===== config.mk =====
export PLATFORM = sky130hd
export DESIGN_NAME = matrix_stream_scheduler
export DESIGN_NICKNAME = d
export VERILOG_FILES = /design/src/rtl/matrix_sched_pkg.sv /design/src/rtl/sched_tag_fifo.sv /design/src/rtl/matrix_stream_scheduler.sv
export SDC_FILE = /design/constraint.sdc
export NUM_CORES = 1
export LEC_CHECK = 0
export BUFFER_PORTS_ARGS = -buffer_cell sky130_fd_sc_hd__buf_2
export CAP_MARGIN = 10
export CORE_ASPECT_RATIO = 1.75
export CORE_MARGIN = 3
export CORE_UTILIZATION = 42
export CTS_CLUSTER_SIZE = 16
export DETAILED_ROUTE_END_ITERATION = 6
export PLACE_DENSITY = 0.83
export SLEW_MARGIN = 25
export SYNTH_ARGS = -nofsm -noshare
export SYNTH_HDL_FRONTEND = slang
export SYNTH_SLANG_ARGS = --single-unit

===== constraint.sdc =====
create_clock -name clk -period 1.9 [get_ports clk]
set_input_delay 0.38 -clock clk [delete_from_list [all_inputs] [get_ports clk]]
set_output_delay 0.38 -clock clk [all_outputs]
set_load 0.02 [all_outputs]

===== src/rtl/matrix_sched_pkg.sv =====
// rtl/matrix_sched_pkg.sv - shared types and width helpers for matrix_stream_scheduler
package matrix_sched_pkg;

  typedef enum logic {
    IDLE   = 1'b0,
    STREAM = 1'b1
  } sched_state_t;

  function automatic int FRAME_BEATS(input int size);
    return size * size;
  endfunction

  // $clog2 clamped to 1 so a degenerate parameter still yields a legal vector
  function automatic int clog2_min1(input int n);
    return (n > 2) ? $clog2(n) : 1;
  endfunction

endpackage


===== src/rtl/sched_tag_fifo.sv =====
// rtl/sched_tag_fifo.sv - owner-tag FIFO for frames in flight inside the engine
module sched_tag_fifo
  import matrix_sched_pkg::*;
#(
  parameter int TAG_W = 1,
  parameter int DEPTH = 4
) (
  input  logic             clk,
  input  logic             rst,
  input  logic             push,
  input  logic             pop,
  input  logic [TAG_W-1:0] din,
  output logic [TAG_W-1:0] dout,
  output logic             full,
  output logic             empty
);

  localparam int PTR_W = clog2_min1(DEPTH);
  localparam int CNT_W = $clog2(DEPTH) + 1;

  logic [TAG_W-1:0] mem [DEPTH];
  logic [PTR_W-1:0] wr_ptr;
  logic [PTR_W-1:0] rd_ptr;
  logic [CNT_W-1:0] count;
  logic             do_push;
  logic             do_pop;

  assign full    = (count == CNT_W'(DEPTH));
  assign empty   = (count == '0);
  assign do_push = push && !full;
  assign do_pop  = pop && !empty;
  assign dout    = mem[rd_ptr];

  always_ff @(posedge clk) begin
    if (do_push) mem[wr_ptr] <= din;
  end

  // Pointers wrap naturally because DEPTH is a power of two
  always_ff @(posedge clk or posedge rst) begin
    if (rst) begin
      wr_ptr <= '0;
      rd_ptr <= '0;
      count  <= '0;
    end else begin
      if (do_push) wr_ptr <= wr_ptr + 1'b1;
      if (do_pop)  rd_ptr <= rd_ptr + 1'b1;
      case ({do_push, do_pop})
        2'b10:   count <= count + 1'b1;
        2'b01:   count <= count - 1'b1;
        default: count <= count;
      endcase
    end
  end

endmodule


===== src/rtl/matrix_stream_scheduler.sv =====
// rtl/matrix_stream_scheduler.sv - round-robin frame scheduler sharing one reverse_matrix engine
module matrix_stream_scheduler
  import matrix_sched_pkg::*;
#(
  parameter int SIZE       = 6,
  parameter int DATA_WIDTH = 8,
  parameter int NUM_REQ    = 2,
  parameter int TAG_DEPTH  = 4
) (
  input  logic                          clk,
  input  logic                          rst,
  input  logic [NUM_REQ*DATA_WIDTH-1:0] s_tdata,
  input  logic [NUM_REQ-1:0]            s_tvalid,
  input  logic [NUM_REQ-1:0]            s_tlast,
  output logic [NUM_REQ-1:0]            s_tready,
  output logic [DATA_WIDTH-1:0]         eng_in_tdata,
  output logic                          eng_in_tvalid,
  output logic                          eng_in_tlast,
  input  logic                          eng_in_tready,
  input  logic [DATA_WIDTH-1:0]         eng_out_tdata,
  input  logic                          eng_out_tvalid,
  input  logic                          eng_out_tlast,
  output logic                          eng_out_tready,
  output logic [NUM_REQ*DATA_WIDTH-1:0] m_tdata,
  output logic [NUM_REQ-1:0]            m_tvalid,
  output logic [NUM_REQ-1:0]            m_tlast,
  input  logic [NUM_REQ-1:0]            m_tready,
  output logic                          busy,
  output logic [NUM_REQ-1:0]            tlast_err
);

  localparam int BEATS  = FRAME_BEATS(SIZE);
  localparam int BEAT_W = clog2_min1(BEATS);
  localparam int TAG_W  = clog2_min1(NUM_REQ);
  localparam logic [BEAT_W-1:0] LAST_BEAT = BEAT_W'(BEATS - 1);
  localparam logic [TAG_W-1:0]  LAST_REQ  = TAG_W'(NUM_REQ - 1);

  sched_state_t        state;
  sched_state_t        state_nxt;
  logic [TAG_W-1:0]    gnt;
  logic [TAG_W-1:0]    rr_ptr;
  logic [TAG_W-1:0]    pick;
  logic [TAG_W-1:0]    pick_hi;
  logic [TAG_W-1:0]    pick_lo;
  logic                hi_valid;
  logic                lo_valid;
  logic                pick_valid;
  logic [TAG_W-1:0]    head;
  logic [BEAT_W-1:0]   beat_cnt;
  logic                grant;
  logic                req_valid;
  logic                req_last;
  logic                beat_acc;
  logic                last_beat;
  logic                fifo_full;
  logic                fifo_empty;
  logic                tag_pop;
  logic [NUM_REQ-1:0]  err_set;

  // Lowest valid index above rr_ptr wins, else lowest at or below it (wrap)
  always_comb begin
    pick_hi  = '0;
    pick_lo  = '0;
    hi_valid = 1'b0;
    lo_valid = 1'b0;
    for (int i = NUM_REQ - 1; i >= 0; i--) begin
      if (s_tvalid[i]) begin
        if (TAG_W'(i) > rr_ptr) begin
          pick_hi  = TAG_W'(i);
          hi_valid = 1'b1;
        end else begin
          pick_lo  = TAG_W'(i);
          lo_valid = 1'b1;
        end
      end
    end
    pick_valid = hi_valid || lo_valid;
    pick       = hi_valid ? pick_hi : pick_lo;
  end

  assign grant     = (state == IDLE) && !fifo_full && pick_valid;
  assign last_beat = (beat_cnt == LAST_BEAT);

  always_comb begin
    req_valid    = 1'b0;
    req_last     = 1'b0;
    eng_in_tdata = '0;
    s_tready     = '0;
    for (int i = 0; i < NUM_REQ; i++) begin
      if (TAG_W'(i) == gnt) begin
        req_valid    = s_tvalid[i];
        req_last     = s_tlast[i];
        eng_in_tdata = s_tdata[i*DATA_WIDTH +: DATA_WIDTH];
        if (state == STREAM) s_tready[i] = eng_in_tready;
      end
    end
  end

  assign eng_in_tvalid = (state == STREAM) && req_valid;
  assign eng_in_tlast  = (state == STREAM) && last_beat;
  assign beat_acc      = eng_in_tvalid && eng_in_tready;

  always_ff @(posedge clk or posedge rst) begin
    if (rst) state <= IDLE;
    else     state <= state_nxt;
  end

  always_comb begin
    state_nxt = state;
    case (state)
      IDLE:    if (grant) state_nxt = STREAM;
      STREAM:  if (beat_acc && last_beat) state_nxt = IDLE;
      default: state_nxt = IDLE;
    endcase
  end

  // Frame length is set by the beat count; requester tlast is only audited
  always_comb begin
    err_set = '0;
    for (int i = 0; i < NUM_REQ; i++) begin
      if (beat_acc && (TAG_W'(i) == gnt) && (req_last != last_beat)) err_set[i] = 1'b1;
    end
  end

  always_ff @(posedge clk or posedge rst) begin
    if (rst) begin
      gnt       <= '0;
      rr_ptr    <= LAST_REQ;
      beat_cnt  <= '0;
      tlast_err <= '0;
    end else begin
      if (grant) begin
        gnt      <= pick;
        rr_ptr   <= pick;
        beat_cnt <= '0;
      end else if (beat_acc) begin
        beat_cnt <= last_beat ? '0 : beat_cnt + 1'b1;
      end
      tlast_err <= tlast_err | err_set;
    end
  end

  sched_tag_fifo #(
    .TAG_W (TAG_W),
    .DEPTH (TAG_DEPTH)
  ) u_tag_fifo (
    .clk   (clk),
    .rst   (rst),
    .push  (grant),
    .pop   (tag_pop),
    .din   (pick),
    .dout  (head),
    .full  (fifo_full),
    .empty (fifo_empty)
  );

  // Engine results go to whichever requester owns the oldest frame in flight
  always_comb begin
    m_tvalid       = '0;
    m_tlast        = '0;
    eng_out_tready = 1'b0;
    for (int i = 0; i < NUM_REQ; i++) begin
      if (!fifo_empty && (head == TAG_W'(i))) begin
        m_tvalid[i]    = eng_out_tvalid;
        m_tlast[i]     = eng_out_tlast;
        eng_out_tready = m_tready[i];
      end
    end
  end

  assign m_tdata = {NUM_REQ{eng_out_tdata}};
  assign tag_pop = eng_out_tvalid && eng_out_tready && eng_out_tlast;
  assign busy    = (state == STREAM) || !fifo_empty;

endmodule


## Word-level counts from Yosys, hierarchy flattened

Memories as Yosys holds them, arrays and structs flattened.
Cells that the tools add are included.

- Input bits: 35
- Register bits: 18
- Memories kept: 1
- Memory bits (writable): 4
- Output and inout port bits: 36

Memories:

| name | depth | width | rd ports | clocked after Yosys merged registers in | write ports | RTL line | text |
|---|---|---|---|---|---|---|---|
| u_tag_fifo.mem | 4 | 1 | 1 | 0 | 1 | sched_tag_fifo.sv:21 | `logic [TAG_W-1:0] mem [DEPTH];` |

- Bitwise logic cells: 4
- $lt $le $gt $ge: 2
- Add/sub/neg operators: 5
- Reduce and logical (&&, ||, !) cells: 23
- Eq/ne operators: 5
- Muxes and demuxes: 36

Operators with widths:

| cell | number |
|---|---|
| $mux W1 | 30 |
| $mux W6 | 3 |
| $logic_and A1 B1 Y1 | 16 |
| $mux W8 | 1 |
| $add A6 B1 Y6 const B | 1 |
| $eq A6 B6 Y1 const B | 1 |
| $pmux W3 S2 | 1 |
| $add A2 B1 Y2 const B | 2 |
| $reduce_bool A2 Y1 | 2 |
| $add A3 B1 Y3 const B | 1 |
| $eq A3 B3 Y1 const B | 1 |
| $logic_not A3 Y1 | 1 |
| $not A1 Y1 | 3 |
| $sub A3 B1 Y3 const B | 1 |
| $eq A2 B1 Y1 const B | 1 |
| $eq A2 B2 Y1 const B | 1 |
| $gt A1 B1 Y1 const A | 2 |
| $logic_not A1 Y1 | 2 |
| $logic_or A1 B1 Y1 | 2 |
| $or A2 B2 Y2 | 1 |
| $pmux W1 S2 | 1 |
| $ne A1 B1 Y1 | 1 |

## Longest topological paths before layout

- Word-level depth: 10
- Gate-level depth with buffers: 10

## By module

Synthesis repeated with hierarchy kept, for this count alone.

- Cell total of the unflattened synthesis: 140
- Area total of the unflattened synthesis: 1468.9 um^2

By module, submodules not included:

| module | instances | sequential area each (um^2) | area an instance (um^2) | cells each |
|---|---|---|---|---|
| matrix_stream_scheduler | 1 | 276.5 | 882.1 | 97 |
| sched_tag_fifo | 1 | 295.3 | 586.8 | 43 |

## Worst setup path before layout

OpenSTA, ideal clock, no wires.

- Path kind: register to register
- From: register u_tag_fifo.rd_ptr[1]
- To: register u_tag_fifo.count[2]
- Setup slack: -211 ps
- Library setup time: 79 ps
- Data arrival time: 2032 ps
- Buffers on the path: 0
- Clock period less this slack: 2111 ps
- Stages on the path, launching flop included: 11
- Cell sequence: dfrtp_1 > mux2i_1 > mux2i_2 > mux2i_1 > nor2_1 > ha_1 > inv_1 > fa_1 > xor2_1 > nor2_1 > xor2_1

- Word-level cells in the longest chain between the ends: 10
- Elaborated cells on any way between the ends: 13
- Those cells by class: eq/ne: 2; mux: 3; bitwise: 1; reduce/logical: 6; memory: 1

RTL lines:

| element | RTL line | text |
|---|---|---|
| start, declared | sched_tag_fifo.sv:23 | `logic [PTR_W-1:0] rd_ptr;` |
| start signal, assigned | sched_tag_fifo.sv:46 | `if (do_pop) rd_ptr <= rd_ptr + 1'b1;` |
| $mem_v2 Z4 W1 * | n/a |  |
| $not A1 Y1 | matrix_stream_scheduler.sv:163 | `if (!fifo_empty && (head == TAG_W'(i))) begin` |
| $logic_and A1 B1 Y1 | matrix_stream_scheduler.sv:163 |  |
| $mux W1 | matrix_stream_scheduler.sv:163 |  |
| $mux W1 * | matrix_stream_scheduler.sv:163 |  |
| $logic_and A1 B1 Y1 * (2 in a row) | matrix_stream_scheduler.sv:172 | `assign tag_pop = eng_out_tvalid && eng_out_tready && eng_out_tlast;` |
| $logic_and A1 B1 Y1 * | sched_tag_fifo.sv:31 | `assign do_pop = pop && !empty;` |
| net u_tag_fifo.do_pop | sched_tag_fifo.sv:26 | `logic do_pop;` |
| $eq A2 B1 Y1 or $eq A2 B2 Y1 (tied branches) | sched_tag_fifo.sv:47 | `case ({do_push, do_pop})` |
| $pmux W3 S2 or $reduce_bool A2 Y1 (tied branches) | n/a |  |
| end signal, assigned | sched_tag_fifo.sv:48 | `2'b10: count <= count + 1'b1;` |
| end signal, assigned | sched_tag_fifo.sv:49 | `2'b01: count <= count - 1'b1;` |
| end signal, assigned | sched_tag_fifo.sv:50 | `default: count <= count;` |
| end, declared | sched_tag_fifo.sv:24 | `logic [CNT_W-1:0] count;` |

Mark *: on every way through the listed nets, which the timed path passes. The rest lies on a longest branch.
A chain may end at the register's enable or synchronous reset.

## Final worst setup path

Ends and elaborated chain as after synthesis.

==> results.tsv <==
metric	value	unit
status	complete, but fails checks	
violations	negative setup slack	
synth_warnings	0	
cts_tree	built	
power_density	1304	mW/mm2
path_delay_family	multiplexers	
power.total	0.002463	W
rows	28	
cp_slowest_cell	dfrtp_1	
grt_pass1_vias	1200	
clk_latency	0.26	ns
synthCells	142	
final.min_clock_period	2.203	ns
overflow	0	
worst_path_most_repeated_cell	mux2i_2	
synth.avg_cell_area	10.49	um2
layout_common_cells	buf_2 (42), dfrtp_1 (17), buf_4 (16)	
max_freq	0.4540	GHz
max_stage_delay	0.43	ns
finalMaxSlewViolations	0	
tightest_slew	0.6870	ns
vias	1147	
grt_max_degree	19	
whs	0.2109	ns
ys_types	47	
worstPathArrival	2.40	ns
boundaryPins	71	
syn_area	0.001490	mm2
cp-startpoint	u_tag_fifo.rd_ptr[1]	
place.detailed.hpwl	2493	um
routedWlPerCell	14.28	um
maxCapViolCount	0	
dieHeight	84.80	um
cts_hold_buf	0	
wl_met2	1977	um
fin_ws	-0.3026	ns
clk_path_buf_depth	2	
crit_path_end_kind	flop	
slew_headroom	54.15	%
num_antenna_cells	0	
critPathLaunchType	flop	
grt_pass1_wl	5402	um
start_util	43.85	%
wl_met1	1173	um
crit_buf_inv	1	
drc	0	
coreArea	0.003398	mm2
finalSetupViolCount	7	
syn_nets	184	
htreeDepth	1	
worstPathCellList	mux2i_2 > mux2i_2 > mux2i_1 > nor2_1 > ha_2 > inv_2 > fa_2 > xor2_2 > nor2_2 > xor2_1	
vdd_drop_max	529.7	uV
rsz0062_at_grt	yes	
cp_max_fo	3	
syn2layout_area_growth	26.70	%
wl	3328	um
finalHoldViolCount	0	
cts_root_buf	clkbuf_8	
leakage	0.8799	nW
worstSetupPathType	flop to flop	
wl_met3	107	um
ant_nets	0	
clk_pin_slew	0.08	ns
finalCritPeriodShare	115.9	%
drt_iter0_drc	29	
design_area	0.001888	mm2
critPathRequiredTime	2.09	ns
dieArea	0.004327	mm2
portBuffers	46	
synth-seq-cells	22	
vias_per_cell	4.923	
final_common_cell	buf_2	
die_w	51.03	um
place.gp.congestion	0.7483	
placed_cell_area	0.001743	mm2
first_pass_iters	4	
cts_sinks	22	
ys_seq_area_share	38.37	%
hold_path_class	input port to async pin	
cts_buffers	3	
routed.top_layer	met4	
finalClockSkew	0.002393	ns
drive_gt1_share	51.06	%
antenna_found_initial	0	
grt_usage	16.08	%
r2r-start	u_tag_fifo.rd_ptr[1]	
nets	231	
-- registers in the layout, indices dropped and copies added, names as in the netlist --
signal,count
rr_ptr,1
state,1
beat_cnt,6
gnt,1
u_tag_fifo.rd_ptr,2
u_tag_fifo.count,3
tlast_err,2
u_tag_fifo.wr_ptr,2
u_tag_fifo.mem,4
-- cells in the mapped netlist, drive strengths merged --
cell	number	area, um2
buf	19	143.9
dfrtp	17	425.4
nor2	11	51.30
inv	9	33.79
mux2	9	101.4
mux2i	8	96.34
nand2	8	30.03
ha	6	75.07
xnor2	6	52.55
a21oi	4	20.02
and2	4	25.02
and3	4	25.02
edfxtp	4	120.1
nand3	3	15.01
o21ai	3	15.01
xor2	3	26.28
a31oi	2	18.77
nor2b	2	12.51
nor3b	2	25.02
a2111oi	1	8.760
a21boi	1	7.510
a21o	1	7.510
a22o	1	8.760
a311oi	1	8.760
a31o	1	8.760
a41oi	1	8.760
and4bb	1	12.51
dfstp	1	26.28
fa	1	20.02
nand2b	1	6.260
nand4b	1	8.760
nor3	1	5.000
nor4	1	12.51
o21a	1	7.510
o31ai	1	7.510
or2	1	6.260
or3	1	6.260
-- metal layers --
layer / GRT usage, % / vias up
met2: 29.85 / 27
met4: 6.127 / 0
met5: 0 / -
li1: - / 562
met1: 17.61 / 551
met3: 2.309 / 7
-- where the power goes --
group | internal, W | total, W | leakage, nW | switching (W)
combinational | 0.000609 | 0.00120 | 0.594 | 0.000593
sequential | 0.000640 | 0.000825 | 0.250 | 0.000185
clock | 0.000282 | 0.000436 | 0.0357 | 0.000155
total | 0.00153 | 0.00246 | 0.880 | 0.000932
-- per-stage QoR --
step                      utilization (%)  setup TNS, ns  instances  setup slack [ns]
after floorplan                         -        -0.2685        142           -0.1877
after global placement              51.29        -0.2107        227           -0.1613
after detailed placement            51.29        -0.3694        227           -0.2406
after CTS                           54.57        -0.5664        233           -0.2847
after global routing                55.56         -1.296        233           -0.4082
final                               55.56        -0.6519        233           -0.3026
-- layout make-up --
type / count / area, um2
fill: 290 / 1510
timing repair buffer: 61 / 364.1
inverter: 9 / 33.78
tap: 45 / 56.30
clock inverter: 1 / 30.03
multi-input combinational: 92 / 790.8
clock buffer: 3 / 41.29
sequential: 22 / 571.8
-- worst paths after layout --
kind,cells after the start,to,slack [ns]
max in group asynchronous,2,u_tag_fifo.wr_ptr[0],1.26
worst min register to register,1,tlast_err[1],0.47
worst max-delay path,10,u_tag_fifo.count[2],-0.30
worst min-delay path,2,state,0.21
min in group clk,2,rr_ptr,0.33
worst max register to register,10,u_tag_fifo.count[2],-0.30
-- repair_timing --
action,CTS,global route
pin swaps,5,6
setup buffers,3,1
resized for setup,7,9
setup endpoints to repair,6,15
-- kinds of logic (layout without fill, tap and decap cells) --
| logic type | count (synthesis) | after routing | share of synthesized area [%] |
|---|---|---|---|
| multiplexers | 17 | 17 | 13.27 |
| flip-flops | 22 | 22 | 38.37 |
| adder cells (fa/ha/maj) | 7 | 7 | 6.381 |
| buffers and inverters | 28 | 74 | 11.92 |
| AND/OR/NAND/NOR | 41 | 41 | 16.20 |
| AO/OA/AOI/OAI | 18 | 18 | 8.565 |
| XOR/XNOR | 9 | 9 | 5.290 |
No activity file was read; power rests on OpenSTA's default activity.
